[src/rtl/beep_pattern_gen.sv]
// ---------------------------------------------------------------------------
// beep_pattern_gen
//   Drives a buzzer or LED with a repeating ON/OFF pattern measured in ticks.
//   During ON the output is either a steady high (active buzzer / LED) or a
//   square-wave tone (passive buzzer).
//
// Ports
//   Clk        system clock, all logic on rising edge
//   Rst        synchronous, active-high reset
//   start      one-cycle request; latches on_ticks/off_ticks/repeat_n/tone_en
//   stop       abort the running pattern (wins over start)
//   on_ticks   ON phase length in ticks (0 = start ignored)
//   off_ticks  OFF phase length in ticks (0 = OFF skipped, tone continuous)
//   repeat_n   number of ON/OFF cycles, 0 = run until stopped
//              ("repeat" is a reserved word, hence the suffix)
//   tone_en    1 = square wave during ON, 0 = steady high
//   beep       registered drive output
//   busy       high while a pattern is running
//   done       one-cycle pulse on natural completion
// ---------------------------------------------------------------------------
module beep_pattern_gen #(
    parameter int CLK_HZ  = 50_000_000,
    parameter int TICK_HZ = 100,
    parameter int TONE_HZ = 2_000,
    parameter int TW      = 8,
    parameter int RW      = 4
) (
    input  logic          Clk,
    input  logic          Rst,
    input  logic          start,
    input  logic          stop,
    input  logic [TW-1:0] on_ticks,
    input  logic [TW-1:0] off_ticks,
    input  logic [RW-1:0] repeat_n,
    input  logic          tone_en,
    output logic          beep,
    output logic          busy,
    output logic          done
);

    localparam int TICK_DIV = CLK_HZ / TICK_HZ;
    localparam int HALF     = CLK_HZ / (2 * TONE_HZ);
    // Guarded so that a bad parameter set reaches the error below instead of
    // tripping over a zero-width vector first.
    localparam int PW = (TICK_DIV < 2) ? 1 : $clog2(TICK_DIV);
    localparam int HW = (HALF < 1) ? 1 : $clog2(HALF + 1);

    if (TICK_DIV < 2 || HALF < 1) begin : g_bad_params
        $error("beep_pattern_gen: TICK_DIV must be >= 2 and HALF >= 1");
    end

    typedef enum logic [1:0] {IDLE, ON, OFF} state_t;

    state_t        state_q, state_d;
    logic [PW-1:0] presc_q, presc_d;      // clocks within current tick
    logic [TW-1:0] tick_q, tick_d;        // ticks within current phase
    logic [RW-1:0] cyc_q, cyc_d;          // completed ON/OFF cycles
    logic [HW-1:0] tcnt_q, tcnt_d;        // clocks within tone half-period
    logic          tlvl_q, tlvl_d;        // current tone level
    logic [TW-1:0] on_q, on_d, off_q, off_d;
    logic [RW-1:0] rep_q, rep_d;
    logic          tone_q, tone_d;
    logic          beep_d, done_d;

    logic [TW-1:0] phase_len;
    logic          presc_end, tick_end, tone_wrap;

    always_comb begin
        state_d = state_q;
        presc_d = presc_q;
        tick_d  = tick_q;
        cyc_d   = cyc_q;
        tcnt_d  = tcnt_q;
        tlvl_d  = tlvl_q;
        on_d    = on_q;
        off_d   = off_q;
        rep_d   = rep_q;
        tone_d  = tone_q;
        done_d  = 1'b0;

        phase_len = (state_q == ON) ? on_q : off_q;
        presc_end = (presc_q == PW'(TICK_DIV - 1));
        tick_end  = (tick_q == phase_len - 1'b1);
        tone_wrap = (tcnt_q == HW'(HALF - 1));

        if (stop) begin
            state_d = IDLE;
            presc_d = '0;
            tick_d  = '0;
            cyc_d   = '0;
            tcnt_d  = '0;
            tlvl_d  = 1'b0;
        end else if (start && on_ticks != '0) begin
            // Fresh start or retrigger: everything restarts from ON entry.
            state_d = ON;
            presc_d = '0;
            tick_d  = '0;
            cyc_d   = '0;
            tcnt_d  = '0;
            tlvl_d  = 1'b1;
            on_d    = on_ticks;
            off_d   = off_ticks;
            rep_d   = repeat_n;
            tone_d  = tone_en;
        end else if (state_q != IDLE) begin
            if (state_q == ON) begin
                tcnt_d = tone_wrap ? '0 : tcnt_q + 1'b1;
                tlvl_d = tone_wrap ? ~tlvl_q : tlvl_q;
            end
            presc_d = presc_end ? '0 : presc_q + 1'b1;
            if (presc_end) begin
                if (!tick_end) begin
                    tick_d = tick_q + 1'b1;
                end else begin
                    tick_d = '0;
                    if (state_q == ON && off_q != '0) begin
                        state_d = OFF;
                    end else if (rep_q != '0 && cyc_q == rep_q - 1'b1) begin
                        state_d = IDLE;
                        done_d  = 1'b1;
                    end else begin
                        // Infinite mode never advances the cycle count, so it
                        // cannot wrap.
                        if (rep_q != '0)
                            cyc_d = cyc_q + 1'b1;
                        state_d = ON;
                        // ON->ON (no OFF phase) keeps the tone running
                        // seamlessly; only a real OFF restarts it high.
                        if (state_q == OFF) begin
                            tcnt_d = '0;
                            tlvl_d = 1'b1;
                        end
                    end
                end
            end
        end

        beep_d = (state_d == ON) && (tone_d ? tlvl_d : 1'b1);
    end

    always_ff @(posedge Clk) begin
        if (Rst) begin
            state_q <= IDLE;
            presc_q <= '0;
            tick_q  <= '0;
            cyc_q   <= '0;
            tcnt_q  <= '0;
            tlvl_q  <= 1'b0;
            on_q    <= '0;
            off_q   <= '0;
            rep_q   <= '0;
            tone_q  <= 1'b0;
            beep    <= 1'b0;
            done    <= 1'b0;
        end else begin
            state_q <= state_d;
            presc_q <= presc_d;
            tick_q  <= tick_d;
            cyc_q   <= cyc_d;
            tcnt_q  <= tcnt_d;
            tlvl_q  <= tlvl_d;
            on_q    <= on_d;
            off_q   <= off_d;
            rep_q   <= rep_d;
            tone_q  <= tone_d;
            beep    <= beep_d;
            done    <= done_d;
        end
    end

    assign busy = (state_q != IDLE);

endmodule

[config.mk]
export PLATFORM = sky130hd
export DESIGN_NAME = beep_pattern_gen
export DESIGN_NICKNAME = d
export VERILOG_FILES = /design/src/rtl/beep_pattern_gen.sv
export SDC_FILE = /design/constraint.sdc
export NUM_CORES = 1
export LEC_CHECK = 0
export ABC_CLOCK_PERIOD_IN_PS = 4019
export BUFFER_PORTS_ARGS = -buffer_cell sky130_fd_sc_hd__buf_4
export CORE_ASPECT_RATIO = 0.9
export CORE_MARGIN = 4
export CORE_UTILIZATION = 25
export CTS_CLUSTER_SIZE = 28
export DETAILED_ROUTE_END_ITERATION = 16
export SYNTH_ARGS = -nofsm -noshare
export SYNTH_HDL_FRONTEND = slang
export SYNTH_SLANG_ARGS = --single-unit
[constraint.sdc]
create_clock -name Clk -period 4.02 [get_ports Clk]
set_input_delay 0.603 -clock Clk [delete_from_list [all_inputs] [get_ports Clk]]
set_output_delay 0.603 -clock Clk [all_outputs]
set_load 0.005 [all_outputs]
==> run metrics <==
status=completed; mux share of post-synthesis cell area=0.0312; CP endpoint=cyc_q[3]; largest net degree at the start of global routing=25; initial core utilization=0.254; Ys Warns=0; Synth cell types=58; area of the core=0.0147 mm²; most common cell in the netlist=dfxtp_1; Num CTS Buffers=9; Max Slew Vio Count=0; Post-Syn Area=roughly 0.0037 mm²; row count=42; RSZ-0062 raised after global routing=no; sequential-to-total area share from yosys stat=0.381; clk slew on worst S/H paths=about 0.06 ns; IO buf count=27; Antenna Violating Nets Remaining=0; CP Capture Type=flop; WHS=~0.46 ns; clock sink total=71; Reg2Reg Depth=11; clk buf depth=2; post-CTS sizing=0; FF-to-FF End=cyc_q[3]; reg2reg setup slack=0.36 ns; total power per unit cell area=between 300 and 400 mW/mm²; GR Util All Layers=0.108; number of synthesized register bits=approximately 70; Detailed Place HPWL=6210 µm; initial antenna violation count=0; net count after synthesis=around 490; top cell type's share of synthesized area=0.381; Synth Area in Adders=0.0201; clock root cell=clkbuf_16; dominant cells by area after synthesis=dfxtp_1 38%, nand2_1 7.0%, xor2_1 5.4%; Layout area overhead=20.1%; first-pass GRT wire length=about 15000 µm; Synth Flop Type=dfxtp_1; Crit path required time=4.28 ns; Post-Syn Instances=approximately 460; Slew @ Worst Pin=0.760 ns; Total Wirelength=approximately 8500 µm; number of diodes=0; # DRC=0; chip height=approximately 120 µm; Post-Synth XOR/XNOR Area=0.0936; CTS H-tree depth=3; CTS tree=done; Max-Cap Viols=0; total gr overflow=0; WL/cell=about 12 µm; Pleak=between 1.5 and 2 nW; number of global-route vias before repair=around 3.1k; Final Hold Vio Count=0; worst hold path class=reg -> reg; top post-synthesis cells by count=71 x dfxtp_1, 70 x nand2_1, 42 x nor2_1; CP max FO=9; Worst setup startpoint=state_q[1]; largest family of logic cells by synthesized area=simple AND/OR/NAND/NOR gates; part of the cycle the worst path needs=0.911; final setup violation count=0; Syn Area/Cell=8.18 µm²; Placer Congestion=about 0.80; Post-synth EDFFs=0; vias=~3.3k; Nets=roughly 520; drt first pass iters=4; max_slew headroom=0.489; Worst R2R Start=state_q[1]; Worst Path Arrival=between 3 and 4 ns; crit start category=flop; die area=0.0169 mm²; Die Wd=~140 µm; clk_skew=0.00553 ns; Peak Freq=between 0.2 and 0.3 GHz; Clock Latency Late Sink=approximately 0.33 ns; VDD IR max=0.278 mV; hold_buf cts=0; 1st-iter DRT viols=196; IO Pins=28; Synth area leader=dfxtp_1; Simple-Gate Fraction of Synth Area=0.317; CP Class=reg -> reg; routed vias/inst=4.75; Final Critical Period=3.66 ns; setup TNS=0 ns; compound-gate portion of the synthesized area=0.125; ys async rst share=0; layout cells sized above 1=0.127
[through the flow]
stage / std cells / power, mW / utilization / setup WS, ns / area (µm²)
5_1_grt: 688 / 1.81 / 0.306 / 0.0751 / 4480
3_3_place_gp: 669 / 0.879 / 0.282 / 0.357 / 4130
2_1_floorplan: 456 / 0.840 / - / 0.689 / 3730
3_5_place_dp: 669 / 0.884 / 0.282 / 0.184 / 4130
4_1_cts: 685 / 1.77 / 0.304 / 0.0935 / 4460
6_report: 688 / 1.75 / 0.306 / 0.357 / 4480
[flip-flops by register name, indices dropped and copies added (netlist names)]
signal	count
rep_q	4
done	1
off_q	8
tcnt_q	14
tlvl_q	1
on_q	8
state_q	2
cyc_q	4
beep	1
tone_q	1
tick_q	8
presc_q	19
[where the power goes]
group / total (mW) / switching, mW / internal (mW)
clock: 0.875 / 0.299 / 0.577
sequential: 0.728 / 0.0122 / 0.715
combinational: 0.143 / 0.0755 / 0.0674
total: 1.75 / 0.387 / 1.36
[worst min-delay path by stage]
stage                 start  endpoint  slack (ns)  cells after the start
detailed placement  on_q[7]   on_q[7]        0.45                      2
global placement    on_q[7]   on_q[7]        0.45                      2
floorplan            tone_q      beep        0.43                      1
CTS                 on_q[7]   on_q[7]        0.46                      2
finish              on_q[7]   on_q[7]        0.46                      2
global route         tone_q    tone_q        0.49                      2
[layout make-up]
class,count,area (µm²)
Sequential cell,71,1420
Inverter,9,33.8
Clock inverter,3,65.1
Tap cell,198,248
Timing Repair Buffer,35,263
Clock buffer,13,260
Multi-Input combinational cell,359,2190
Fill cell,1558,10200
[layer usage]
layer,track usage,wire length (µm),vias to the layer above
met3,0.0258,341,14
met2,0.162,3650,73
li1,-,-,1666
met5,0,0,-
met1,0.149,4350,1513
met4,0.0435,179,0
[critical path, stage by stage (launching register included)]
cell and delay [ns]:
dfxtp_1 0.37, nor2b_4 0.26, mux2i_2 0.30, ha_1 0.26
nor3b_1 0.37, nand2b_1 0.17, o22ai_2 0.17, nor4b_4 0.24
o211ai_2 0.24, or4_1 0.69, or3_1 0.39, a21oi_1 0.14
[placed cells by master, fill, tap and decap left out, drive strengths merged, types with 3 or more instances in the layout]
cell    instances
nor3b           6
nor3           13
inv             8
dfxtp          71
nor2b           6
nor4            6
and3           13
nand2b         16
nand4           9
and2            4
or3             6
a31oi          10
nor2           42
ha              6
o21ai          17
clkbuf         13
nand2          71
buf            35
a21oi          32
nand3          17
xor2           23
nor4b           6
mux2i           9
xnor2          16
o211ai          3
[repair_timing]
item / CTS / global route
endpoints found under the setup margin: 0 / 4
buffers inserted: 0 / 3
endpoints found under the hold margin: 0 / 0
[kinds of logic (layout without fill, tap and decap cells)]
kind of cell | count (synthesis) | count (layout)
and+or+nand+nor | 226 | 226
DFF | 71 | 71
AOI/OAI and AO/OA | 77 | 77
buffers and inverters | 26 | 60
muxes | 11 | 11
xor gates and xnor gates | 39 | 39
adders and majority gates | 6 | 6
Note: power is estimated with default switching activity, not from simulation.
